--- src/rtl/adder_pkg.sv ---
// Shared constants and configuration helpers for the pipelined add/subtract unit.
package adder_pkg;

  localparam logic MODE_ADD = 1'b0;
  localparam logic MODE_SUB = 1'b1;

  // True when the stage count is legal for the given width.
  function automatic bit stages_divide(input int width, input int stages);
    if (width < 1 || stages < 1) return 1'b0;
    return (width % stages) == 0;
  endfunction

endpackage

--- src/rtl/adder_stage.sv ---
// One carry-pipelined chunk of the adder: adds the lowest unconsumed operand
// chunk, skews the remaining operand bits forward and holds a valid/ready slice.
module adder_stage #(
  parameter int WIDTH = 16,
  parameter int CHUNK = 4,
  parameter int UPPER = 16,
  parameter bit LAST  = 1'b0
) (
  input  logic             clk,
  input  logic             rst_n,
  input  logic             in_valid,
  output logic             in_ready,
  input  logic [WIDTH-1:0] in_sum,
  input  logic [WIDTH-1:0] in_a,
  input  logic [WIDTH-1:0] in_b,
  input  logic             in_carry,
  output logic             out_valid,
  input  logic             out_ready,
  output logic [WIDTH-1:0] out_sum,
  output logic [WIDTH-1:0] out_a,
  output logic [WIDTH-1:0] out_b,
  output logic             out_carry,
  output logic             out_ovf
);

  // UPPER counts operand bits still unconsumed on entry; the chunk produced
  // here lands just above the DONE bits already finished upstream.
  localparam int DONE = WIDTH - UPPER;

  logic [CHUNK:0]   chunk_res;
  logic [WIDTH-1:0] sum_d;
  logic             ovf_d;

  logic             valid_q;
  logic [WIDTH-1:0] sum_q;
  logic [WIDTH-1:0] a_q;
  logic [WIDTH-1:0] b_q;
  logic             carry_q;
  logic             ovf_q;

  // Chunk add; operands arrive shifted so the chunk to consume is at bit 0.
  // Overflow is carry-into-MSB xor carry-out, only meaningful in the last chunk.
  always_comb begin
    chunk_res = {1'b0, in_a[CHUNK-1:0]} + {1'b0, in_b[CHUNK-1:0]} + {{CHUNK{1'b0}}, in_carry};
    sum_d     = in_sum | (WIDTH'(chunk_res[CHUNK-1:0]) << DONE);
    ovf_d     = LAST ? (in_a[CHUNK-1] ^ in_b[CHUNK-1] ^ chunk_res[CHUNK-1] ^ chunk_res[CHUNK])
                     : 1'b0;
  end

  // A slice loads whenever it is empty or its contents move on this cycle,
  // so bubbles collapse even while the output is stalled.
  assign in_ready = !valid_q || out_ready;

  // Register slice: valid always follows on load, data only for real operations.
  always_ff @(posedge clk or negedge rst_n) begin
    if (!rst_n) begin
      valid_q <= 1'b0;
      sum_q   <= '0;
      a_q     <= '0;
      b_q     <= '0;
      carry_q <= 1'b0;
      ovf_q   <= 1'b0;
    end else if (in_ready) begin
      valid_q <= in_valid;
      if (in_valid) begin
        sum_q   <= sum_d;
        a_q     <= in_a >> CHUNK;
        b_q     <= in_b >> CHUNK;
        carry_q <= chunk_res[CHUNK];
        ovf_q   <= ovf_d;
      end
    end
  end

  assign out_valid = valid_q;
  assign out_sum   = sum_q;
  assign out_a     = a_q;
  assign out_b     = b_q;
  assign out_carry = carry_q;
  assign out_ovf   = ovf_q;

endmodule

--- src/rtl/pipelined_adder.sv ---
// WIDTH-bit add/subtract unit split into STAGES carry-pipelined chunks with a
// valid/ready stream on both sides; one op per cycle, latency STAGES cycles.
//
// Handshake: a transfer happens on a clock edge where valid && ready are both
// high; valid never depends on ready, and ready on the input side is a
// combinational function of out_ready and the stage occupancy.
module pipelined_adder
  import adder_pkg::*;
#(
  parameter int WIDTH  = 16,
  parameter int STAGES = 4
) (
  input  logic             clk,
  input  logic             rst_n,
  input  logic             in_valid,
  output logic             in_ready,
  input  logic [WIDTH-1:0] a,
  input  logic [WIDTH-1:0] b,
  input  logic             cin,
  input  logic             mode,
  output logic             out_valid,
  input  logic             out_ready,
  output logic [WIDTH-1:0] sum,
  output logic             cout,
  output logic             ovf
);

  if (!stages_divide(WIDTH, STAGES)) begin : g_bad_cfg
    $error("pipelined_adder: STAGES must be >= 1 and divide WIDTH exactly");
  end

  localparam int CHUNK = WIDTH / STAGES;

  // Index k carries the signals between stage k-1 and stage k.
  logic [WIDTH-1:0] sum_bus   [STAGES+1];
  logic [WIDTH-1:0] a_bus     [STAGES+1];
  logic [WIDTH-1:0] b_bus     [STAGES+1];
  logic             carry_bus [STAGES+1];
  logic             valid_bus [STAGES+1];
  logic             ready_bus [STAGES+1];
  logic [STAGES-1:0] ovf_vec;

  // Subtract is add of the inverted operand; cin supplies the +1 for A-B.
  assign sum_bus[0]        = '0;
  assign a_bus[0]          = a;
  assign b_bus[0]          = (mode == MODE_SUB) ? ~b : b;
  assign carry_bus[0]      = cin;
  assign valid_bus[0]      = in_valid;
  assign in_ready          = ready_bus[0];
  assign ready_bus[STAGES] = out_ready;

  for (genvar k = 0; k < STAGES; k++) begin : g_stage
    adder_stage #(
      .WIDTH (WIDTH),
      .CHUNK (CHUNK),
      .UPPER (WIDTH - k * CHUNK),
      .LAST  (k == STAGES - 1)
    ) u_stage (
      .clk       (clk),
      .rst_n     (rst_n),
      .in_valid  (valid_bus[k]),
      .in_ready  (ready_bus[k]),
      .in_sum    (sum_bus[k]),
      .in_a      (a_bus[k]),
      .in_b      (b_bus[k]),
      .in_carry  (carry_bus[k]),
      .out_valid (valid_bus[k+1]),
      .out_ready (ready_bus[k+1]),
      .out_sum   (sum_bus[k+1]),
      .out_a     (a_bus[k+1]),
      .out_b     (b_bus[k+1]),
      .out_carry (carry_bus[k+1]),
      .out_ovf   (ovf_vec[k])
    );
  end

  assign out_valid = valid_bus[STAGES];
  assign sum       = sum_bus[STAGES];
  assign cout      = carry_bus[STAGES];
  assign ovf       = ovf_vec[STAGES-1];

  // The fully consumed operand registers and non-final overflow bits are
  // constant zero; fold them into one sink so they are visibly intentional.
  logic unused_tail;
  assign unused_tail = ^{a_bus[STAGES], b_bus[STAGES], ovf_vec};

endmodule

--- config.mk ---
export PLATFORM = sky130hd
export DESIGN_NAME = pipelined_adder
export DESIGN_NICKNAME = d
export VERILOG_FILES = /design/src/rtl/adder_pkg.sv /design/src/rtl/adder_stage.sv /design/src/rtl/pipelined_adder.sv
export SDC_FILE = /design/constraint.sdc
export NUM_CORES = 1
export LEC_CHECK = 0
export ABC_AREA = 0
export BUFFER_PORTS_ARGS = -buffer_cell sky130_fd_sc_hd__buf_2
export CORE_MARGIN = 5
export CORE_UTILIZATION = 45
export CTS_CLUSTER_SIZE = 28
export DETAILED_ROUTE_END_ITERATION = 12
export PLACE_DENSITY = 0.68
export RECOVER_POWER = 100
export SYNTH_ARGS = -nofsm -noshare
export SYNTH_HDL_FRONTEND = slang
export SYNTH_SLANG_ARGS = --single-unit
--- constraint.sdc ---
create_clock -name clk -period 2 [get_ports clk]
set_input_delay 0.4 -clock clk [delete_from_list [all_inputs] [get_ports clk]]
set_output_delay 0.4 -clock clk [all_outputs]
set_load 0.01 [all_outputs]
## Word-level counts from Yosys, hierarchy flattened

Index checks and enable logic that the tools add are counted.

| storage, ports and cells | value |
|---|---|
| output and inout bits | 20 |
| bits in registers | 109 |

| cells by class | value |
|---|---|
| bitwise logic cells | 7 |
| reduce and logical (&&, ||, !) cells | 12 |
| $add $sub $neg | 8 |
| multiplexer cells | 1 |

Operator list:

| kind | number |
|---|---|
| $add A4 B4 Y5 | 4 |
| $add A5 B1 Y5 | 4 |
| $mux W16 | 1 |
| $not A16 Y16 | 1 |
| $or A16 B12 Y16 | 1 |
| $or A16 B16 Y16 | 1 |
| $or A4 B8 Y8 | 1 |
| $reduce_and A2 Y1 | 4 |
| $logic_not A1 Y1 | 4 |
| $logic_or A1 B1 Y1 | 4 |
| $xor A1 B1 Y1 | 3 |

## Logic depth before layout (Yosys ltp)

Gate-level depths: netlist (run 1).

| depth | value |
|---|---|
| depth in word-level cells | 6 |
| mapped depth | 8 |
| depth with buffers taken out | 7 |

## Modules after synthesis

From an unflattened synthesis (run 1), not the netlist that was laid out.

| unflattened totals | value |
|---|---|
| cell total of the unflattened synthesis | 530 |
| area, all modules | 7818.7 µm² |

Modules (own cells, without submodules):

| module | times used | area each (µm²) | cells an instance |
|---|---|---|---|
| adder_stage at g_stage[0].u_stage ... | 3 | 1895.6 | 128 |
| adder_stage at g_stage[3].u_stage | 1 | 1956.9 | 127 |
| pipelined_adder | 1 | 175.2 | 19 |

## Least setup slack after synthesis (run 1)

OpenSTA, ideal clock, no wires.

| timing | value |
|---|---|
| kind | input to register |
| from | in mode |
| to | reg g_stage[0].u_stage.carry_q |
| setup time | 0.127 ns |
| data required time | 1.873 ns |
| buffers on the path | 2 |
| stages on the path | 8 |
| slack | -0.325 ns |
| arrival time | 2.198 ns |
| cell sequence | buf_2 buf_2 xor2_1 fa_1 fa_1 a21o_1 a211oi_1 a21oi_1 |

| between the ends | value |
|---|---|
| word-level cells in the longest chain between the ends | 3 |

RTL lines:

| element | RTL line | text |
|---|---|---|
| start, declared | pipelined_adder.sv:20 | `input logic mode,` |
| $mux W16 | pipelined_adder.sv:46 | `assign b_bus[0] = (mode == MODE_SUB) ? ~b : b;` |
| $add A4 B4 Y5 | adder_stage.sv:44 | `chunk_res = {1'b0, in_a[CHUNK-1:0]} + {1'b0, in_b[CHUNK-1:0]} + {{CHUNK{1'b0}}, in_carry};` |
| $add A5 B1 Y5 | adder_stage.sv:44 |  |
| end signal, assigned | adder_stage.sv:69 | `carry_q <= chunk_res[CHUNK];` |
| end, declared | adder_stage.sv:38 | `logic carry_q;` |

Every way passes these cells.
A chain may end at the register's enable or synchronous reset.

## Worst setup path in the final report (run 1)

| timing | value |
|---|---|
| from | reg g_stage[2].u_stage.a_q[0] |
| to | reg g_stage[3].u_stage.ovf_q |

| between the ends | value |
|---|---|
| word-level cells in the longest chain between the ends | 4 |

RTL lines:

| element | RTL line | text |
|---|---|---|
| start, declared | adder_stage.sv:36 | `logic [WIDTH-1:0] a_q;` |
| start signal, assigned | adder_stage.sv:67 | `a_q <= in_a >> CHUNK;` |
| $add A4 B4 Y5 * | adder_stage.sv:44 |  |
| $add A5 B1 Y5 * | adder_stage.sv:44 |  |
| $xor A1 B1 Y1 | adder_stage.sv:46 | `ovf_d = LAST ? (in_a[CHUNK-1] ^ in_b[CHUNK-1] ^ chunk_res[CHUNK-1] ^ chunk_res[CHUNK])` |
| $xor A1 B1 Y1 * | adder_stage.sv:46 |  |
| end signal, assigned | adder_stage.sv:70 | `ovf_q <= ovf_d;` |
| end, declared | adder_stage.sv:39 | `logic ovf_q;` |

Every way passes the cells marked *; elsewhere a longest branch is shown, timed or not.

==> results of run 1 <==
-- metal layers --
metal | up-vias | part of all wire, % | GRT usage (%)
li1 | 1198 | - | -
met1 | 1178 | 45 | 17.8
met2 | 38 | 49 | 22.2
met3 | 10 | 4.1 | 2.77
met4 | 0 | 1.7 | 6.03
met5 | - | 0 | 0
-- power groups by stage --
| stage | Sequential [W] | Clock (W) | Combinational (W) |
|---|---|---|---|
| finish | 0.00299 | 0.00138 | 0.00183 |
| global route | 0.00310 | 0.00150 | 0.00210 |
| CTS | 0.00300 | 0.00143 | 0.00194 |
| detailed placement | 0.00304 | 0 | 0.00192 |
| global placement | 0.00302 | 0 | 0.00185 |
| floorplan | 0.00303 | 0 | 0.00131 |
-- worst register-to-register path: stages, from the launching register on --
cell     delay (ps)
dfrtp_1         410
fa_1            460
fa_2            360
a21o_1          170
a21oi_2         150
xnor2_1         130
o21ai_0          80
-- area by class of cell --
class / instances / area, um2
Clock inverter: 6 / 91.3
Sequential cell: 97 / 2430
Timing Repair Buffer: 67 / 352
Multi-Input combinational cell: 194 / 1710
Fill cell: 816 / 4330
Clock buffer: 10 / 128
Inverter: 11 / 41.3
Tap cell: 129 / 161
-- through the flow --
stage | setup TNS [ps] | instances
2_1_floorplan | -79.9 | 315
3_3_place_gp | 0 | 498
3_5_place_dp | -23.9 | 498
4_1_cts | 0 | 514
5_1_grt | 0 | 514
6_report | 0 | 514
-- timing repair --
item / in CTS / in global routing
buffers inserted: 0 / 0
gates resized for setup: 1 / 1
gates cloned: 0 / 0
setup endpoints to repair: 1 / 1
-- cell usage in the layout, fill, tap and decap left out, drive strengths merged --
master / Yosys / layout
dfrtp: 97 / 97
mux2: 65 / 65
buf: 13 / 42
clkbuf: 0 / 35
nand2: 29 / 29
o21ai: 25 / 25
xnor2: 13 / 13
ha: 12 / 12
inv: 11 / 12
xor2: 11 / 11
a21oi: 9 / 9
fa: 8 / 8
a21o: 7 / 7
nand2b: 4 / 4
o21a: 2 / 2
nor2: 2 / 2
bufinv: 0 / 2
clkinvlp: 0 / 2
nand4b: 1 / 1
or2: 1 / 1
nand3b: 1 / 1
a211oi: 1 / 1
nor2b: 1 / 1
nor3: 1 / 1
o31ai: 1 / 1
clkinv: 0 / 1
-- flip-flops by register name (all words and copies together), names as in the netlist --
signal                     flops
g_stage.u_stage.out_a         24
g_stage.u_stage.out_sum       40
g_stage.u_stage.out_carry      4
g_stage.u_stage.out_b         24
g_stage.u_stage.out_ovf        1
g_stage.u_stage.out_valid      4
-- worst min-delay path by stage --
stage	start	end	slack [ps]
2_1_floorplan	rst_n	g_stage[0].u_stage.out_a[0]$_DFFE_PN0P_	100
3_3_place_gp	rst_n	g_stage[0].u_stage.out_a[1]$_DFFE_PN0P_	400
4_1_cts	rst_n	g_stage[0].u_stage.out_a[1]$_DFFE_PN0P_	20
3_5_place_dp	rst_n	g_stage[0].u_stage.out_a[1]$_DFFE_PN0P_	410
5_1_grt	a[12]	g_stage[0].u_stage.out_a[8]$_DFFE_PN0P_	260
6_report	rst_n	g_stage[1].u_stage.out_sum[6]$_DFFE_PN0P_	190
-- cell families (layout without fill, tap and decap cells) --
kind of cell / count (synthesis) / after routing
simple gates: 40 / 40
flops: 97 / 97
xor+xnor: 24 / 24
buf+inv: 24 / 94
compound gates: 45 / 45
fa+ha+maj: 20 / 20
mux: 65 / 65
==> insert_results.sql, run 1 <==
INSERT INTO impl_metrics (metric_group, metric, value, unit) VALUES
('synth', 'synth_enable_flop_cells', '0', ''),
('clock_tree', 'ctsHoldBuffers', '0', ''),
('flow_run', 'maxCapViolCount', '0', ''),
('setup_path', 'crit_path_end', 'g_stage[3].u_stage.out_ovf$_DFFE_PN0P_', ''),
('clock_tree', 'cts.htree.levels', '3', ''),
('floorplan', 'dieArea', '0.0115', 'mm2'),
('synth', 'avgSynthCellArea', '13.5', 'um2'),
('pwr', 'combPwrFrac', '29.5', '%'),
('global_routing', 'globalRouteTotalUtil', '13.7', '%'),
('routing', 'drt-pass1-iter-count', '4', ''),
('sta', 'min_period', '1880', 'ps'),
('synth', 'synth-main-ff-cell', 'dfrtp_1', ''),
('synth', 'postSynthNetCount', '373', ''),
('final_layout', 'final_net_count', '438', ''),
('placement', 'post_detail_place_hpwl', '5050', 'um'),
('sta', 'final.hold.worst_slack', '194', 'ps'),
('placement', 'finalWeightedCongestion', '0.720', ''),
('synth', 'yosysUniqueCellTypes', '25', ''),
('floorplan', 'start_util', '46.0', '%'),
('clock_tree', 'worst_skew_pair.late_latency', '350', 'ps'),
('clock_tree', 'ctsRootBufferMaster', 'clkbuf_8', ''),
('setup_path', 'cpLargestDelayFamily', 'adder cells', ''),
('global_routing', 'grt_pass1_wl', '12400', 'um'),
('clock_tree', 'worst_setup_hold_path_clk_slew', '90', 'ps'),
('placement', 'detailedPlace.worstSlack', '-23.9', 'ps'),
('pwr', 'ir_worst_vdd', '0.435', 'mV'),
('pwr', 'power', '0.00620', 'W'),
('status', 'outcome', 'finished clean', ''),
('setup_path', 'cpPeakStageDelay', '460', 'ps'),
('synth', 'ys_ff_latch', '97', ''),
('synth', 'synth_top_area_share', '57.1', '%'),
('synth', 'syn_inst', '315', ''),
('routing', 'drt-total-wl', '7100', 'um'),
('sta', 'setup_repair_after_global_routing_missed_its_margin', 'false', ''),
('setup_path', 'critPathRequiredTime', '2240', 'ps'),
('pwr', 'share_clk_of_total_power', '22.3', '%'),
('setup_path', 'startpoint_type', 'register', ''),
('sta', 'slew_of_the_pin_with_the_lowest_slew_margin', '979', 'ps'),
('global_routing', 'antenna_found_initial', '0', ''),
('clock_tree', 'numCtsBuffers', '9', ''),
('setup_path', 'worst_setup_path_startpoint', 'g_stage[2].u_stage.out_a[0]$_DFFE_PN0P_', ''),
('synth', 'seq_area_frac_synth', '57.1', '%'),
('sta', 'timing_max_transition_violations_final', '0', ''),
('final_layout', 'final_layout_size_suffix_gt1_share', '34.5', '%'),
('synth', 'synth.top_cells.by_area', 'dfrtp_1 (57%), mux2_2 (17%), fa_1 (3.8%), ha_1 (3.5%), o21ai_0 (2.8%)', ''),
('floorplan', 'floorplan_core_area', '0.00924', 'mm2'),
('setup_path', 'cell_by_cell_trace_of_the_critical_path', 'fa_1, fa_2, a21o_1, a21oi_2, xnor2_1, o21ai_0', ''),
('synth', 'post_synth_top_cells', 'dfrtp_1 (97), mux2_2 (65), nand2_1 (29)', ''),
('synth', 'synthAdderAreaFrac', '7.30', '%'),
('routing', 'drc', '0', ''),
('clock_tree', 'cts_tree', 'yes', ''),
('global_routing', 'globalRoute.totalOverflow', '0', ''),
('synth', 'yosysWarnings', '0', ''),
('synth', 'synth-compound-area-share', '6.22', '%'),
('sta', 'report.final.hold_viol_count', '0', ''),
('synth', 'synth_top_family_by_area', 'multiplexers', ''),
('setup_path', 'r2r_start', 'g_stage[2].u_stage.out_a[0]$_DFFE_PN0P_', ''),
('pwr', 'p_sw', '0.00187', 'W'),
('synth', 'post-synth-top-count-cell', 'dfrtp_1', ''),
('setup_path', 'worstRegToRegCells', '6', ''),
('placement', 'place_area', '0.00475', 'mm2'),
('sta', 'achievable-frequency', '531', 'MHz'),
('placement', 'numPortBuffers', '57', ''),
('synth', 'post_synth_xor_area_fraction', '4.95', '%'),
('routing', 'post_drt_wl_per_cell', '13.8', 'um'),
('sta', 'skew', '7.41', 'ps'),
('min_path', 'timing.hold.worst.class', 'in -> async', ''),
('final_layout', 'area.growth.synth_to_final', '15.6', '%'),
('setup_path', 'timing.rr.end', 'g_stage[3].u_stage.out_ovf$_DFFE_PN0P_', ''),
('final_layout', 'num_antenna_cells', '0', ''),
('synth', 'synth.area.mux_share', '17.2', '%');
Power figures use the tool's default switching activity.
==> inputs of run 2 (changes only) <==
- CTS_BUF_LIST: not set -> sky130_fd_sc_hd__clkbuf_8 sky130_fd_sc_hd__clkbuf_16
==> run 2 against run 1 <==
Effect of this change: clock skew about the same; critical endpoint unchanged; highest routed layer unchanged; maximum frequency about the same; final cell count unchanged; clock power about the same; register-to-register slack about the same; global-route usage unchanged; non-clock buffer count unchanged.
==> insert_results.sql, run 2 (synthesis gave the netlist of run 1 again) <==
INSERT INTO impl_metrics (metric_group, metric, value, unit) VALUES
('status', 'outcome', 'finished clean', ''),
('sta', 'finalSetupTns', '0', 'ps'),
('global_routing', 'antenna_found_initial', '0', ''),
('setup_path', 'endpoint_kind', 'register', ''),
('global_routing', 'globalRouteTotalUtil', '13.7', '%'),
('clock_tree', 'numCtsBuffers', '9', ''),
('pwr', 'power.internal', '0.00432', 'W'),
('routing', 'drt-pass1-iter-count', '4', ''),
('global_routing', 'grt_pass1_vias', '2608', ''),
('placement', 'placed_cells_incl_taps', '498', ''),
('sta', 'report.final.hold_viol_count', '0', ''),
('placement', 'finalWeightedCongestion', '0.720', ''),
('floorplan', 'die_h', '107', 'um'),
('sta', 'period_share', '94.3', '%'),
('routing', 'detail_route.iter0.violations', '51', ''),
('sta', 'skew', '7.41', 'ps'),
('sta', 'slew_of_the_pin_with_the_lowest_slew_margin', '979', 'ps'),
('min_path', 'timing.hold.worst.class', 'in -> async', ''),
('pwr', 'seq_pwr_share', '48.3', '%'),
('setup_path', 'setup.worst_path.class', 'reg -> reg', ''),
('floorplan', 'io_pins', '58', ''),
('flow_run', 'maxCapViolCount', '0', ''),
('clock_tree', 'worst_setup_hold_path_clk_slew', '90', 'ps'),
('clock_tree', 'cts_buffer_depth', '2', ''),
('pwr', 'share_clk_of_total_power', '22.2', '%'),
('final_layout', 'num_antenna_cells', '0', ''),
('floorplan', 'start_util', '46.0', '%'),
('final_layout', 'area.growth.synth_to_final', '15.6', '%'),
('final_layout', 'commonest_cells_after_routing_fill_and_taps_aside', 'dfrtp_1 (97), mux2_2 (65), buf_2 (36), nand2_1 (29), o21ai_0 (24)', ''),
('sta', 'final-setup-viol-count', '0', ''),
('final_layout', 'final_layout_size_suffix_gt1_share', '34.5', '%'),
('routing', 'drc', '0', ''),
('routing', 'dr_vias', '2424', ''),
('clock_tree', 'cts.htree.levels', '3', ''),
('final_layout', 'most_common_library_cell_in_the_layout_ignoring_fill_and_taps', 'dfrtp_1', ''),
('placement', 'post_detail_place_hpwl', '5050', 'um'),
('clock_tree', 'cts_tree', 'yes', ''),
('final_layout', 'max_reg_flops', '40', ''),
('setup_path', 'critical_path.max_fanout', '2', ''),
('clock_tree', 'worst_skew_pair.late_latency', '350', 'ps'),
('routing', 'post_drt_wl_per_cell', '13.8', 'um'),
('global_routing', 'grt_pass1_wl', '12400', 'um'),
('setup_path', 'critPathRequiredTime', '2240', 'ps'),
('pwr', 'p_leak', '2.24', 'nW'),
('routing', 'drt-total-wl', '7100', 'um'),
('global_routing', 'maximum_number_of_pins_on_one_net_before_global_route_repair', '45', ''),
('clock_tree', 'ctsRootBufferMaster', 'clkbuf_8', ''),
('final_layout', 'final-instance-count-excl-fill', '514', ''),
('pwr', 'ir_worst_vdd', '0.435', 'mV'),
('sta', 'min_period', '1890', 'ps'),
('pwr', 'combPwrFrac', '29.5', '%'),
('sta', 'setup_repair_after_global_routing_missed_its_margin', 'false', ''),
('final_layout', 'final_core_utilization', '53.1', '%'),
('setup_path', 'startpoint_type', 'register', ''),
('sta', 'maxSlewHeadroom', '34.7', '%'),
('setup_path', 'critical_path_arrival', '2120', 'ps'),
('pwr', 'netSwitchingFraction', '30.2', '%'),
('global_routing', 'globalRoute.totalOverflow', '0', ''),
('floorplan', 'floorplan_core_area', '0.00924', 'mm2'),
('clock_tree', 'clkSinkCount', '97', ''),
('routing', 'final_antenna_net_count', '0', ''),
('pwr', 'pwr_density_cell', '1260', 'mW/mm2'),
('pwr', 'p_sw', '0.00187', 'W'),
('routing', 'vias_per_cell', '4.72', ''),
('sta', 'timing_max_transition_violations_final', '0', ''),
('floorplan', 'std_cell_rows', '35', ''),
('floorplan', 'die_width', '107', 'um'),
('placement', 'numPortBuffers', '57', ''),
('sta', 'achievable-frequency', '530', 'MHz'),
('floorplan', 'dieArea', '0.0115', 'mm2'),
('final_layout', 'final_net_count', '438', '');
run 2: cell count changes in the layout (fill, tap and decap cells not counted):
cell      before  now
inv_1         11   12
clkbuf_1      22   21
run 2: power groups by stage:
| stage | Sequential [W] | Combinational, W | Clock, W |
|---|---|---|---|
| global route | 0.00310 | 0.00210 | 0.00150 |
| finish | 0.00299 | 0.00183 | 0.00138 |
| detailed placement | 0.00304 | 0.00192 | 0 |
| floorplan | 0.00303 | 0.00131 | 0 |
| CTS | 0.00300 | 0.00194 | 0.00142 |
| global placement | 0.00302 | 0.00185 | 0 |
run 2: path summary, 6_finish.rpt:
kind                                                           from                                         to  slack [ps]  depth (start not counted)
setup / recovery            g_stage[2].u_stage.out_a[0]$_DFFE_PN0P_     g_stage[3].u_stage.out_ovf$_DFFE_PN0P_         110                          6
min in group clk                                              a[13]    g_stage[0].u_stage.out_a[9]$_DFFE_PN0P_         270                          2
setup reg to reg            g_stage[2].u_stage.out_a[0]$_DFFE_PN0P_     g_stage[3].u_stage.out_ovf$_DFFE_PN0P_         110                          6
hold / removal                                                rst_n  g_stage[1].u_stage.out_sum[6]$_DFFE_PN0P_         190                          1
max in group asynchronous                                     rst_n    g_stage[1].u_stage.out_a[1]$_DFFE_PN0P_         530                          2
hold reg to reg            g_stage[0].u_stage.out_b[11]$_DFFE_PN0P_   g_stage[0].u_stage.out_b[11]$_DFFE_PN0P_         480                          2
run 2: what timing repair did:
| action | 4_1_cts | 5_1_grt |
|---|---|---|
| setup buffers | 0 | 0 |
| gates resized for setup | 1 | 1 |
| endpoints found under the setup margin | 1 | 1 |
| endpoints found under the hold margin | 0 | 0 |
| hold buffers | 0 | 0 |
run 2: area by class of cell:
cell class	count	area (um2)
Clock buffer	9	124
Clock inverter	7	95.1
Sequential cell	97	2430
Fill cell	816	4330
Inverter	11	41.3
Timing Repair Buffer	67	352
Multi-Input combinational cell	194	1710
Tap cell	129	161
run 2: critical path: stages (launching register included):
cell     delay (ps)
dfrtp_1         410
fa_1            460
fa_2            360
a21o_1          170
a21oi_2         150
xnor2_1         130
o21ai_0          80
run 2: through the flow:
stage / worst slack (ps) / hold slack [ps] / cell area (um2) / total power [W]
2_1_floorplan: -74.7 / 104 / 4300 / 0.00435
6_report: 115 / 194 / 4910 / 0.00620
5_1_grt: 16.6 / 261 / 4910 / 0.00669
4_1_cts: 40.8 / 17.2 / 4970 / 0.00636
3_3_place_gp: 20.7 / 402 / 4750 / 0.00486
3_5_place_dp: -23.9 / 407 / 4750 / 0.00497
run 2: metal layers:
metal / wire length, um / vias up / share of wire [%] / GRT usage, %
li1: - / 1198 / - / -
met1: 3230 / 1178 / 45 / 17.8
met2: 3460 / 38 / 49 / 22.2
met3: 288 / 10 / 4.1 / 2.77
met4: 121 / 0 / 1.7 / 6.03
met5: 0 / - / 0 / 0
